`config.mk`:
```
export PLATFORM = sky130hd
export DESIGN_NAME = divmod_seq_flat
export DESIGN_NICKNAME = d
export VERILOG_FILES = /design/src/rtl/divmod_seq_if.sv /design/src/rtl/divmod_seq.sv /design/src/flat_wrapper.sv
export SDC_FILE = /design/constraint.sdc
export NUM_CORES = 1
export LEC_CHECK = 0
export BUFFER_PORTS_ARGS = -buffer_cell sky130_fd_sc_hd__buf_2
export CAP_MARGIN = 10
export CELL_PAD_IN_SITES_DETAIL_PLACEMENT = 0
export CELL_PAD_IN_SITES_GLOBAL_PLACEMENT = 2
export CORE_UTILIZATION = 35
export CTS_CLUSTER_DIAMETER = 30
export CTS_CLUSTER_SIZE = 24
export DETAILED_ROUTE_END_ITERATION = 10
export PLACE_DENSITY = 0.83
export SLEW_MARGIN = 20
export SYNTH_ARGS = -nofsm -noshare
export SYNTH_HDL_FRONTEND = slang
export SYNTH_SLANG_ARGS = --single-unit
```
`constraint.sdc`:
```
create_clock -name clk -period 8.9 [get_ports clk]
set_input_delay 0.445 -clock clk [delete_from_list [all_inputs] [get_ports clk]]
set_output_delay 0.445 -clock clk [all_outputs]
set_load 0.01 [all_outputs]
```
`src/rtl/divmod_seq_if.sv`:
```
// rtl/divmod_seq_if.sv - start/busy/done handshake bundle for the sequential divide/modulo unit
//
// Signals (master = requester, slave = divmod_seq):
//   start        m->s  request, sampled only when the unit is idle
//   a, b         m->s  dividend / divisor, captured on an accepted start
//   signed_mode  m->s  1 = two's-complement operands
//   sel_rem      m->s  1 = c carries remainder, 0 = c carries quotient
//   busy         s->m  operation in progress
//   done         s->m  one-cycle pulse, results valid
//   q, r, c      s->m  quotient, remainder, selected result
//   banderas     s->m  {N, Z, C, V}
interface divmod_seq_if #(
    parameter int N = 32
);
    logic         start;
    logic [N-1:0] a;
    logic [N-1:0] b;
    logic         signed_mode;
    logic         sel_rem;
    logic         busy;
    logic         done;
    logic [N-1:0] q;
    logic [N-1:0] r;
    logic [N-1:0] c;
    logic [3:0]   banderas;

    modport master (
        output start, a, b, signed_mode, sel_rem,
        input  busy, done, q, r, c, banderas
    );

    modport slave (
        input  start, a, b, signed_mode, sel_rem,
        output busy, done, q, r, c, banderas
    );
endinterface

```
`src/rtl/divmod_seq.sv`:
```
// rtl/divmod_seq.sv - radix-2 restoring divider, one quotient bit per cycle, signed/unsigned
//
// Ports:
//   clk  rising-edge clock
//   rst  asynchronous active-high reset
//   bus  divmod_seq_if slave modport (start/a/b/mode in, busy/done/q/r/c/banderas out)
module divmod_seq #(
    parameter int N = 32
) (
    input  logic         clk,
    input  logic         rst,
    divmod_seq_if.slave  bus
);
    localparam int CW = $clog2(N + 1);

    typedef enum logic [1:0] {S_IDLE, S_CALC, S_FIN} state_t;

    state_t        state_q;
    logic [CW-1:0] cnt_q;
    logic [N-1:0]  rem_q;
    logic [N-1:0]  quo_q;
    logic [N-1:0]  dvs_q;
    logic [N-1:0]  a_q;
    logic          sm_q;
    logic          sel_q;
    logic          qneg_q;
    logic          rneg_q;
    logic          dz_q;
    logic          ovf_q;
    logic          busy_q;
    logic          done_q;
    logic [N-1:0]  q_q;
    logic [N-1:0]  r_q;
    logic [N-1:0]  c_q;
    logic [3:0]    flags_q;

    logic [N-1:0]  abs_a;
    logic [N-1:0]  abs_b;
    logic          is_dz;
    logic          is_ovf;
    logic [N:0]    shifted;
    logic [N:0]    diff;
    logic          fits;
    logic [N-1:0]  rem_d;
    logic [N-1:0]  quo_d;
    logic [N-1:0]  q_fin;
    logic [N-1:0]  r_fin;
    logic [N-1:0]  c_fin;
    logic [3:0]    flags_fin;

    always_comb begin
        abs_a = (bus.signed_mode && bus.a[N-1]) ? -bus.a : bus.a;
        abs_b = (bus.signed_mode && bus.b[N-1]) ? -bus.b : bus.b;
        is_dz  = (bus.b == '0);
        // Most-negative / -1 has no representable quotient.
        is_ovf = bus.signed_mode && (bus.a == {1'b1, {(N-1){1'b0}}}) && (bus.b == '1);

        // The partial remainder is shifted left with the next dividend bit
        // pulled from the top of quo_q; the extra bit keeps the compare exact
        // when |b| uses the full unsigned width.
        shifted = {rem_q, quo_q[N-1]};
        diff    = shifted - {1'b0, dvs_q};
        fits    = (shifted >= {1'b0, dvs_q});
        rem_d   = fits ? diff[N-1:0] : shifted[N-1:0];
        quo_d   = {quo_q[N-2:0], fits};

        if (dz_q) begin
            q_fin = '1;
            r_fin = a_q;
        end else if (ovf_q) begin
            q_fin = a_q;
            r_fin = '0;
        end else begin
            q_fin = qneg_q ? -quo_q : quo_q;
            r_fin = rneg_q ? -rem_q : rem_q;
        end
        c_fin     = sel_q ? r_fin : q_fin;
        flags_fin = {sm_q & c_fin[N-1], (c_fin == '0), 1'b0, dz_q | ovf_q};
    end

    always_ff @(posedge clk or posedge rst) begin
        if (rst) begin
            state_q <= S_IDLE;
            cnt_q   <= '0;
            rem_q   <= '0;
            quo_q   <= '0;
            dvs_q   <= '0;
            a_q     <= '0;
            sm_q    <= 1'b0;
            sel_q   <= 1'b0;
            qneg_q  <= 1'b0;
            rneg_q  <= 1'b0;
            dz_q    <= 1'b0;
            ovf_q   <= 1'b0;
            busy_q  <= 1'b0;
            done_q  <= 1'b0;
            q_q     <= '0;
            r_q     <= '0;
            c_q     <= '0;
            flags_q <= '0;
        end else begin
            case (state_q)
                S_IDLE: begin
                    done_q <= 1'b0;
                    // A start that coincides with the done pulse is dropped;
                    // the requester must re-issue it in a clean idle cycle.
                    if (bus.start && !done_q) begin
                        a_q     <= bus.a;
                        sm_q    <= bus.signed_mode;
                        sel_q   <= bus.sel_rem;
                        qneg_q  <= bus.signed_mode & (bus.a[N-1] ^ bus.b[N-1]);
                        rneg_q  <= bus.signed_mode & bus.a[N-1];
                        dz_q    <= is_dz;
                        ovf_q   <= is_ovf;
                        rem_q   <= '0;
                        quo_q   <= abs_a;
                        dvs_q   <= abs_b;
                        cnt_q   <= CW'(N);
                        busy_q  <= 1'b1;
                        state_q <= (is_dz || is_ovf) ? S_FIN : S_CALC;
                    end
                end
                S_CALC: begin
                    rem_q <= rem_d;
                    quo_q <= quo_d;
                    cnt_q <= cnt_q - CW'(1);
                    if (cnt_q == CW'(1)) begin
                        state_q <= S_FIN;
                    end
                end
                S_FIN: begin
                    q_q     <= q_fin;
                    r_q     <= r_fin;
                    c_q     <= c_fin;
                    flags_q <= flags_fin;
                    done_q  <= 1'b1;
                    busy_q  <= 1'b0;
                    state_q <= S_IDLE;
                end
                default: begin
                    state_q <= S_IDLE;
                end
            endcase
        end
    end

    assign bus.busy     = busy_q;
    assign bus.done     = done_q;
    assign bus.q        = q_q;
    assign bus.r        = r_q;
    assign bus.c        = c_q;
    assign bus.banderas = flags_q;
endmodule

```
`src/flat_wrapper.sv`:
```
// flat-port wrapper written by rule: the top's interface ports become plain ports
module divmod_seq_flat 
#(
    parameter int N = 32
)
  (clk, rst, bus_start, bus_a, bus_b, bus_signed_mode, bus_sel_rem, bus_busy, bus_done, bus_q, bus_r, bus_c, bus_banderas);
  divmod_seq_if #(.N(N)) bus_i ();
  input  logic clk;
  input  logic rst;
  input wire logic [$bits(bus_i.start)-1:0] bus_start;
  input wire logic [$bits(bus_i.a)-1:0] bus_a;
  input wire logic [$bits(bus_i.b)-1:0] bus_b;
  input wire logic [$bits(bus_i.signed_mode)-1:0] bus_signed_mode;
  input wire logic [$bits(bus_i.sel_rem)-1:0] bus_sel_rem;
  output wire logic [$bits(bus_i.busy)-1:0] bus_busy;
  output wire logic [$bits(bus_i.done)-1:0] bus_done;
  output wire logic [$bits(bus_i.q)-1:0] bus_q;
  output wire logic [$bits(bus_i.r)-1:0] bus_r;
  output wire logic [$bits(bus_i.c)-1:0] bus_c;
  output wire logic [$bits(bus_i.banderas)-1:0] bus_banderas;
  assign bus_i.start = bus_start;
  assign bus_i.a = bus_a;
  assign bus_i.b = bus_b;
  assign bus_i.signed_mode = bus_signed_mode;
  assign bus_i.sel_rem = bus_sel_rem;
  assign bus_busy = bus_i.busy;
  assign bus_done = bus_i.done;
  assign bus_q = bus_i.q;
  assign bus_r = bus_i.r;
  assign bus_c = bus_i.c;
  assign bus_banderas = bus_i.banderas;
  divmod_seq #(.N(N)) u_core (.clk(clk), .rst(rst), .bus(bus_i));
endmodule
```
==> metrics.md, run 1 <==
| Metric | Value |
|---|---|
| Clock transition at the registers of the reported paths | `40 ps` |
| Worst Setup EP | `u_core.bus.banderas[2]` |
| CTS max path bufs | `3` |
| Core Box Area | `44100 µm²` |
| Clock skew | `16.6 ps` |
| Violated checks | `negative hold slack` |
| Clk root buf | `clkbuf_16` |
| Ranking of synthesized cells by area | `dfrtp_1 39%, nand2_1 7.4%, o21ai_0 6.0%` |
| Max FO, Critical Path | `28` |
| Worst VDD drop | `0.181 mV` |
| Vias in the first global route | `14108` |
| Worst EP arrival | `4620 ps` |
| GRT overflow | `0` |
| Seq/Total Area, Yosys | `38.9%` |
| Max-Cap Viols | `0` |
| CP Capture Type | `register` |
| Ys flop type | `dfrtp_1` |
| PwrDens | `471 nW/µm²` |
| Post-route ant nets | `0` |
| Finished Core Util | `43.6%` |
| Syn_area_per_cell | `8.41 µm²` |
| Die Ht | `213 µm` |
| GRT Util Overall | `25.7%` |
| Die ar. | `45500 µm²` |
| DR vias/cell | `5.63` |
| Initial antenna violation count | `0` |
| Asr flop ratio synth | `100%` |
| Number of unique standard cell types used by synthesis | `85` |
| Fin. Hold Viols | `8` |
| Worst EP required | `9390 ps` |
| YS warnings | `0` |
| Min cycle time layout | `4130 ps` |
| Mapped cell area | `15600 µm²` |
| Synthesis-to-finish area growth | `23.0%` |
| Max-slew violations | `0` |
| CP startpoint kind | `register` |
| Area leader, netlist | `dfrtp_1` |
| Reg2reg setup slack | `4770 ps` |
| Clk Latency, worst-skew pair | `580 ps` |
| #FFs+latches synth | `243` |
| Net count after synthesis | `1969` |
| Setup-failing EPs final | `0` |
| Reg2reg end | `u_core.bus.banderas[2]` |
| Setup crit start | `u_core.dz_q` |
| Relative max-transition margin | `36.1%` |
| Fmax | `242 MHz` |
| Post-route worst setup slack | `4770 ps` |
| Most frequent cells in the layout | `310 x nand2_1, 242 x dfrtp_1, 187 x o21ai_0, 169 x buf_2, 116 x nor2_1` |
| Commonest non-fill, non-tap cell in the layout | `nand2_1` |
| Fin nets | `2108` |
| Num CTS Buffers | `69` |
| Setup TNS | `0 ps` |
| Vias | `14858` |
| WHS | `-17.8 ps` |
| # IOs | `171` |
| RePlAce Congestion | `0.920` |
| Hpwl dp | `42400 µm` |
| # diodes | `0` |
| Cells after Synth | `1860` |
| Die X | `213 µm` |
| Share of cells above drive strength 1 | `17.3%` |
| First-pass GRT wire length | `87700 µm` |
| Crit path kind | `register to register` |
| Largest net degree at the start of global routing | `105` |
| # Post-CTS Setup Buffers | `0` |
| Port Buffer Count | `169` |
| RSZ-0062 raised after global routing | `false` |
| Tightest Hold Check Type | `primary input to async pin` |
| Site Rows | `77` |
| Initial DRC Count | `1568` |
| Clock sink total | `243` |
| Yosys top cell area share | `38.9%` |
| Wire per inst | `21.9 µm` |
| R2R cell count | `9` |
| Hold bufs inserted after CTS | `0` |
| Pre-antenna DRT Iters | `5` |
| DRC | `0` |
| Least-Margin Pin Slew | `956 ps` |
| Starting Density | `35.4%` |
| EDFF count, synth | `0` |
| Reg2Reg Launch Point | `u_core.dz_q` |
| Leak Pwr | `8.59 nW` |
| Final wirelength | `57900 µm` |
| Final Power | `0.00906 W` |
| Final clock period utilization by the worst path | `46.4%` |
| H-tree lvl count | `3` |
| CTS resizes | `0` |
| Status | `finished, violations left` |
| TritonCTS clock tree | `done` |
| DP Worst Slack | `4850 ps` |
## layout make-up
cell class | count | area [µm²]
inverter | 70 | 270
tap | 592 | 741
sequential | 243 | 6080
timing repair buffer | 188 | 988
fill | 4474 | 24900
multi-input combinational | 1427 | 8850
clock inverter | 23 | 226
clock buffer | 97 | 2060
## cell families after synthesis
family / after synthesis / synth area share, %
compound gates: 538 / 22.0
buf+inv: 190 / 4.75
simple gates: 673 / 20.8
mux: 48 / 3.15
xor+xnor: 127 / 7.11
flops: 243 / 38.9
other cells: 1 / 0.0240
fa+ha+maj: 40 / 3.25
## power by group
part	internal (W)	switching, W	leakage (nW)
registers	0.00164	0.000707	3.03
logic	0.00167	0.00263	4.44
clock network	0.00168	0.000720	1.12
## cell usage after synthesis, drive strengths merged (11+ instances only)
library cell	instances
nand2	310
dfrtp	243
o21ai	189
nor2	117
clkbuf	99
a21oi	92
xnor2	71
inv	68
xor2	56
nor3	43
ha	39
mux2i	39
a22oi	36
nand3	34
a31oi	32
o31ai	26
nor4	25
a21o	24
nand4	23
buf	21
and3	20
o211ai	17
or4	15
nand2b	14
or3	13
nor2b	12
and2	11
o21a	11
## state kept, by name (all words and copies together), names as in the netlist, 2 cells and up
| register | cells |
|---|---|
| u_core.a_q | 32 |
| u_core.bus.banderas | 3 |
| u_core.bus.c | 32 |
| u_core.bus.q | 32 |
| u_core.bus.r | 32 |
| u_core.cnt_q | 6 |
| u_core.dvs_q | 32 |
| u_core.quo_q | 32 |
| u_core.rem_q | 32 |
| u_core.state_q | 2 |
## metal layers
metal | global-route usage [%] | vias up | share of wire, % | routed length, µm
met2 | 37.9 | 535 | 43 | 25100
met5 | 0 | - | 0 | 0
met3 | 4.28 | 72 | 6.4 | 3690
met4 | 7.12 | 0 | 1.8 | 1020
met1 | 38.4 | 7259 | 48 | 28000
li1 | - | 6992 | - | -
## metrics by stage
step | area (µm²) | cells
after floorplan | 15600 | 1860
after global placement | 16900 | 2520
after detailed placement | 16900 | 2520
after CTS | 19200 | 2640
after global routing | 19200 | 2640
final | 19200 | 2640
## worst max-delay path, cell delays in order, from the launching register on
cell	delay [ps]
dfrtp_2	600
clkinv_1	490
o21ai_1	340
a2111o_1	540
a2111oi_0	830
nand4_1	180
nor4_1	360
nand4_1	130
a2111o_1	380
o31ai_2	170
## how the worst min path moves through the flow
stage                           startpoint               end  cells past startpoint
final                                  rst  u_core.dvs_q[18]                      2
after floorplan                u_core.sm_q       u_core.sm_q                      2
after global routing                   rst  u_core.dvs_q[18]                      2
after detailed placement   u_core.bus.busy   u_core.bus.busy                      2
after global placement    u_core.bus.q[24]  u_core.bus.q[24]                      2
after CTS                              rst  u_core.dvs_q[18]                      2
(Power assumes the default switching activity.)
==> inputs of run 2 (changes only) <==
- clock period: 8.9 -> 3.95 ns (I/O delays scaled with it)
==> run 2 against run 1 <==
The flow now finishes without violations. Sequential cell count did not move. Clock power increased to 2.5 times the previous value. Global-route usage is 0.48 points higher. Final area grew 5.7%. First-iteration DRC count decreased by 11%. Register-to-register slack worse by 4400 ps. Final cell count increased by 3.8%. Fmax up 16%. Clock skew up 6.2 ps. Highest routed layer is now met5.
==> metrics.md, run 2 (synthesized netlist as in run 1, its figures left out) <==
| Metric | Value |
|---|---|
| Critical-path top delay cell | `dfrtp_1 (was a2111oi_0)` |
| GRT Max-Usage Layer | `met2 (was met1)` |
| TritonCTS clock tree | `done (unchanged)` |
| Final Non-Filler Cells | `2739 (was 2640)` |
| Num CTS Buffers | `70 (was 69)` |
| Clock skew | `22.8 ps (was 16.6 ps)` |
| DRC | `0 (unchanged)` |
| Initial DRC Count | `1402 (was 1568)` |
| Pre-antenna DRT Iters | `5 (unchanged)` |
| DR vias/cell | `5.54 (was 5.63)` |
| Commonest non-fill, non-tap cell in the layout | `nand2_1 (unchanged)` |
| Cell area after layout | `20300 µm² (was 19200 µm²)` |
| Post-route ant nets | `0 (unchanged)` |
| Max FO, Critical Path | `8 (was 28)` |
| Max-Cap Viols | `0 (unchanged)` |
| # IOs | `171 (unchanged)` |
| Largest net degree at the start of global routing | `111 (was 105)` |
| Port Buffer Count | `169 (unchanged)` |
| # Post-CTS Setup Buffers | `0 (unchanged)` |
| Final Power | `0.0214 W (was 0.00906 W)` |
| Met2 Usage GRT | `38.4% (was 37.9%)` |
| Share of cells above drive strength 1 | `18.8% (was 17.3%)` |
| Clock sink total | `243 (unchanged)` |
| Multi-input combinational cell area | `8850 µm² (about the same)` |
| Leak Pwr | `9.13 nW (was 8.59 nW)` |
| RSZ-0062 raised after global routing | `false (unchanged)` |
| Setup-failing EPs final | `0 (unchanged)` |
| Top cell by count, worst path | `nand4_1` |
| Reg area | `6080 µm² (unchanged)` |
| Tightest Hold Check Type | `primary input to register (was primary input to async pin)` |
| GRT Util Overall | `26.2% (was 25.7%)` |
| Placed cell area | `17300 µm² (was 16900 µm²)` |
| Routing usage on met1 | `37.8% (was 38.4%)` |
| Worst EP arrival | `4050 ps (was 4620 ps)` |
| Most frequent cells in the layout | `310 x nand2_1, 242 x dfrtp_1, 187 x o21ai_0, 169 x buf_2, 116 x nor2_1 (unchanged)` |
| Worst EP required | `4430 ps (was 9390 ps)` |
| Synthesis-to-finish area growth | `29.9% (was 23.0%)` |
| Clock transition at the registers of the reported paths | `40 ps (about the same)` |
| Starting Density | `35.4% (unchanged)` |
| Hpwl dp | `43900 µm (was 42400 µm)` |
| Crit-path cells | `inv_1 > ha_1 > mux2i_1 > o22ai_1 > and2_1 > a2111oi_1 > buf_4 > nand4_1 > nor4_1 > nand4_1 > a2111o_1 > o31ai_2 (was clkinv_1 > o21ai_1 > a2111o_1 > a2111oi_0 > nand4_1 > nor4_1 > nand4_1 > a2111o_1 > o31ai_2)` |
| Setup TNS | `0 ps (unchanged)` |
| First-pass GRT wire length | `90000 µm (was 87700 µm)` |
| Worst VDD drop | `0.432 mV (was 0.181 mV)` |
| RePlAce Congestion | `0.928 (was 0.920)` |
| Clk root buf | `clkbuf_16 (unchanged)` |
| Crit path kind | `register to register (unchanged)` |
| Fmax | `280 MHz (was 242 MHz)` |
| CTS max path bufs | `3 (unchanged)` |
| Final clock period utilization by the worst path | `90.5% (was 46.4%)` |
| Initial antenna violation count | `1 (was 0)` |
| Final wirelength | `58600 µm (was 57900 µm)` |
| CP startpoint kind | `register (unchanged)` |
| Die Ht | `213 µm (unchanged)` |
| H-tree lvl count | `3 (unchanged)` |
| Status | `finished, final reports clean (was finished, violations left)` |
| CP Capture Type | `register (unchanged)` |
| CP top delay family | `compound AO/OA/AOI/OAI gates (unchanged)` |
| Max-slew violations | `0 (unchanged)` |
| Core Box Area | `44100 µm² (unchanged)` |
| Least-Margin Pin Slew | `1010 ps (was 956 ps)` |
| PwrDens | `1050 nW/µm² (was 471 nW/µm²)` |
| Vias | `15175 (was 14858)` |
| Die ar. | `45500 µm² (unchanged)` |
| GRT overflow | `0 (unchanged)` |
| Site Rows | `77 (unchanged)` |
| # diodes | `0 (unchanged)` |
| Min cycle time layout | `3570 ps (was 4130 ps)` |
| Relative max-transition margin | `32.7% (was 36.1%)` |
| Fin. Hold Viols | `0 (was 8)` |
| Fin nets | `2199 (was 2108)` |
| Fillers | `4416 (was 4474)` |
| Clk Latency, worst-skew pair | `580 ps (about the same)` |
| Met3 usage | `5.73% (was 4.28%)` |
| Dpl cells | `2560 (was 2520)` |
| Wire per inst | `21.4 µm (was 21.9 µm)` |
| Die X | `213 µm (unchanged)` |
| Vias in the first global route | `14735 (was 14108)` |
| Buf+Inv Stages, Crit Path | `2 (was 1)` |
| Crit path largest cell delay | `600 ps (was 830 ps)` |
## run 2: path summary, 6_finish.rpt
| path | from | end | slack, ps | depth (start not counted) |
|---|---|---|---|---|
| hold reg to reg | u_core.bus.q[12] | u_core.bus.q[12] | 470 | 2 |
| max in group asynchronous | rst | u_core.dz_q | 2640 | 4 |
| min in group asynchronous | rst | u_core.rem_q[18] | 180 | 3 |
| hold / removal | bus_b[8] | u_core.dvs_q[8] | 9 | 3 |
| setup reg to reg | u_core.quo_q[0] | u_core.bus.banderas[2] | 380 | 12 |
| setup / recovery | u_core.quo_q[0] | u_core.bus.banderas[2] | 380 | 12 |
## run 2: stage by stage
stage	hold slack, ps	util [%]	worst slack, ps
after floorplan	303	-	563
after global placement	214	39.1	384
after detailed placement	218	39.1	347
after CTS	1.88	46.0	323
after global routing	17.9	46.0	43.3
final	8.58	46.0	376
## run 2: per-layer routing
layer / vias to the layer above / share of wire [%] / wire length, µm
met5: - / 0.022 / 13
met4: 2 / 2.7 / 1580
met3: 93 / 6.6 / 3840
met2: 495 / 43 / 25200
met1: 7393 / 48 / 27900
li1: 7192 / - / -
## run 2: timing repair
| item | CTS | global route |
|---|---|---|
| resized for setup | 0 | 1 |
| endpoints found under the setup margin | 0 | 1 |
| hold buffers | 50 | 0 |
| hold endpoints to repair | 79 | 0 |
## run 2: worst min-delay path, stage by stage
cell and delay [ps]:
buf_2 120, xor2_1 80, o21ai_0 130
## run 2: cell type report
type | count | area share, %
inverters | 70 | 1.31
well taps | 592 | 3.65
flip-flops and latches | 243 | 29.9
multi-input cells | 1427 | 43.6
clock buffers | 101 | 10.5
clock inverters | 28 | 2.04
repair buffers | 278 | 8.93
## run 2: power by group
part	switching [W]	total [W]	internal (W)
clock	0.00164	0.00601	0.00437
sequential	0.00148	0.00518	0.00371
combinational	0.00614	0.0102	0.00404
total	0.00926	0.0214	0.0121
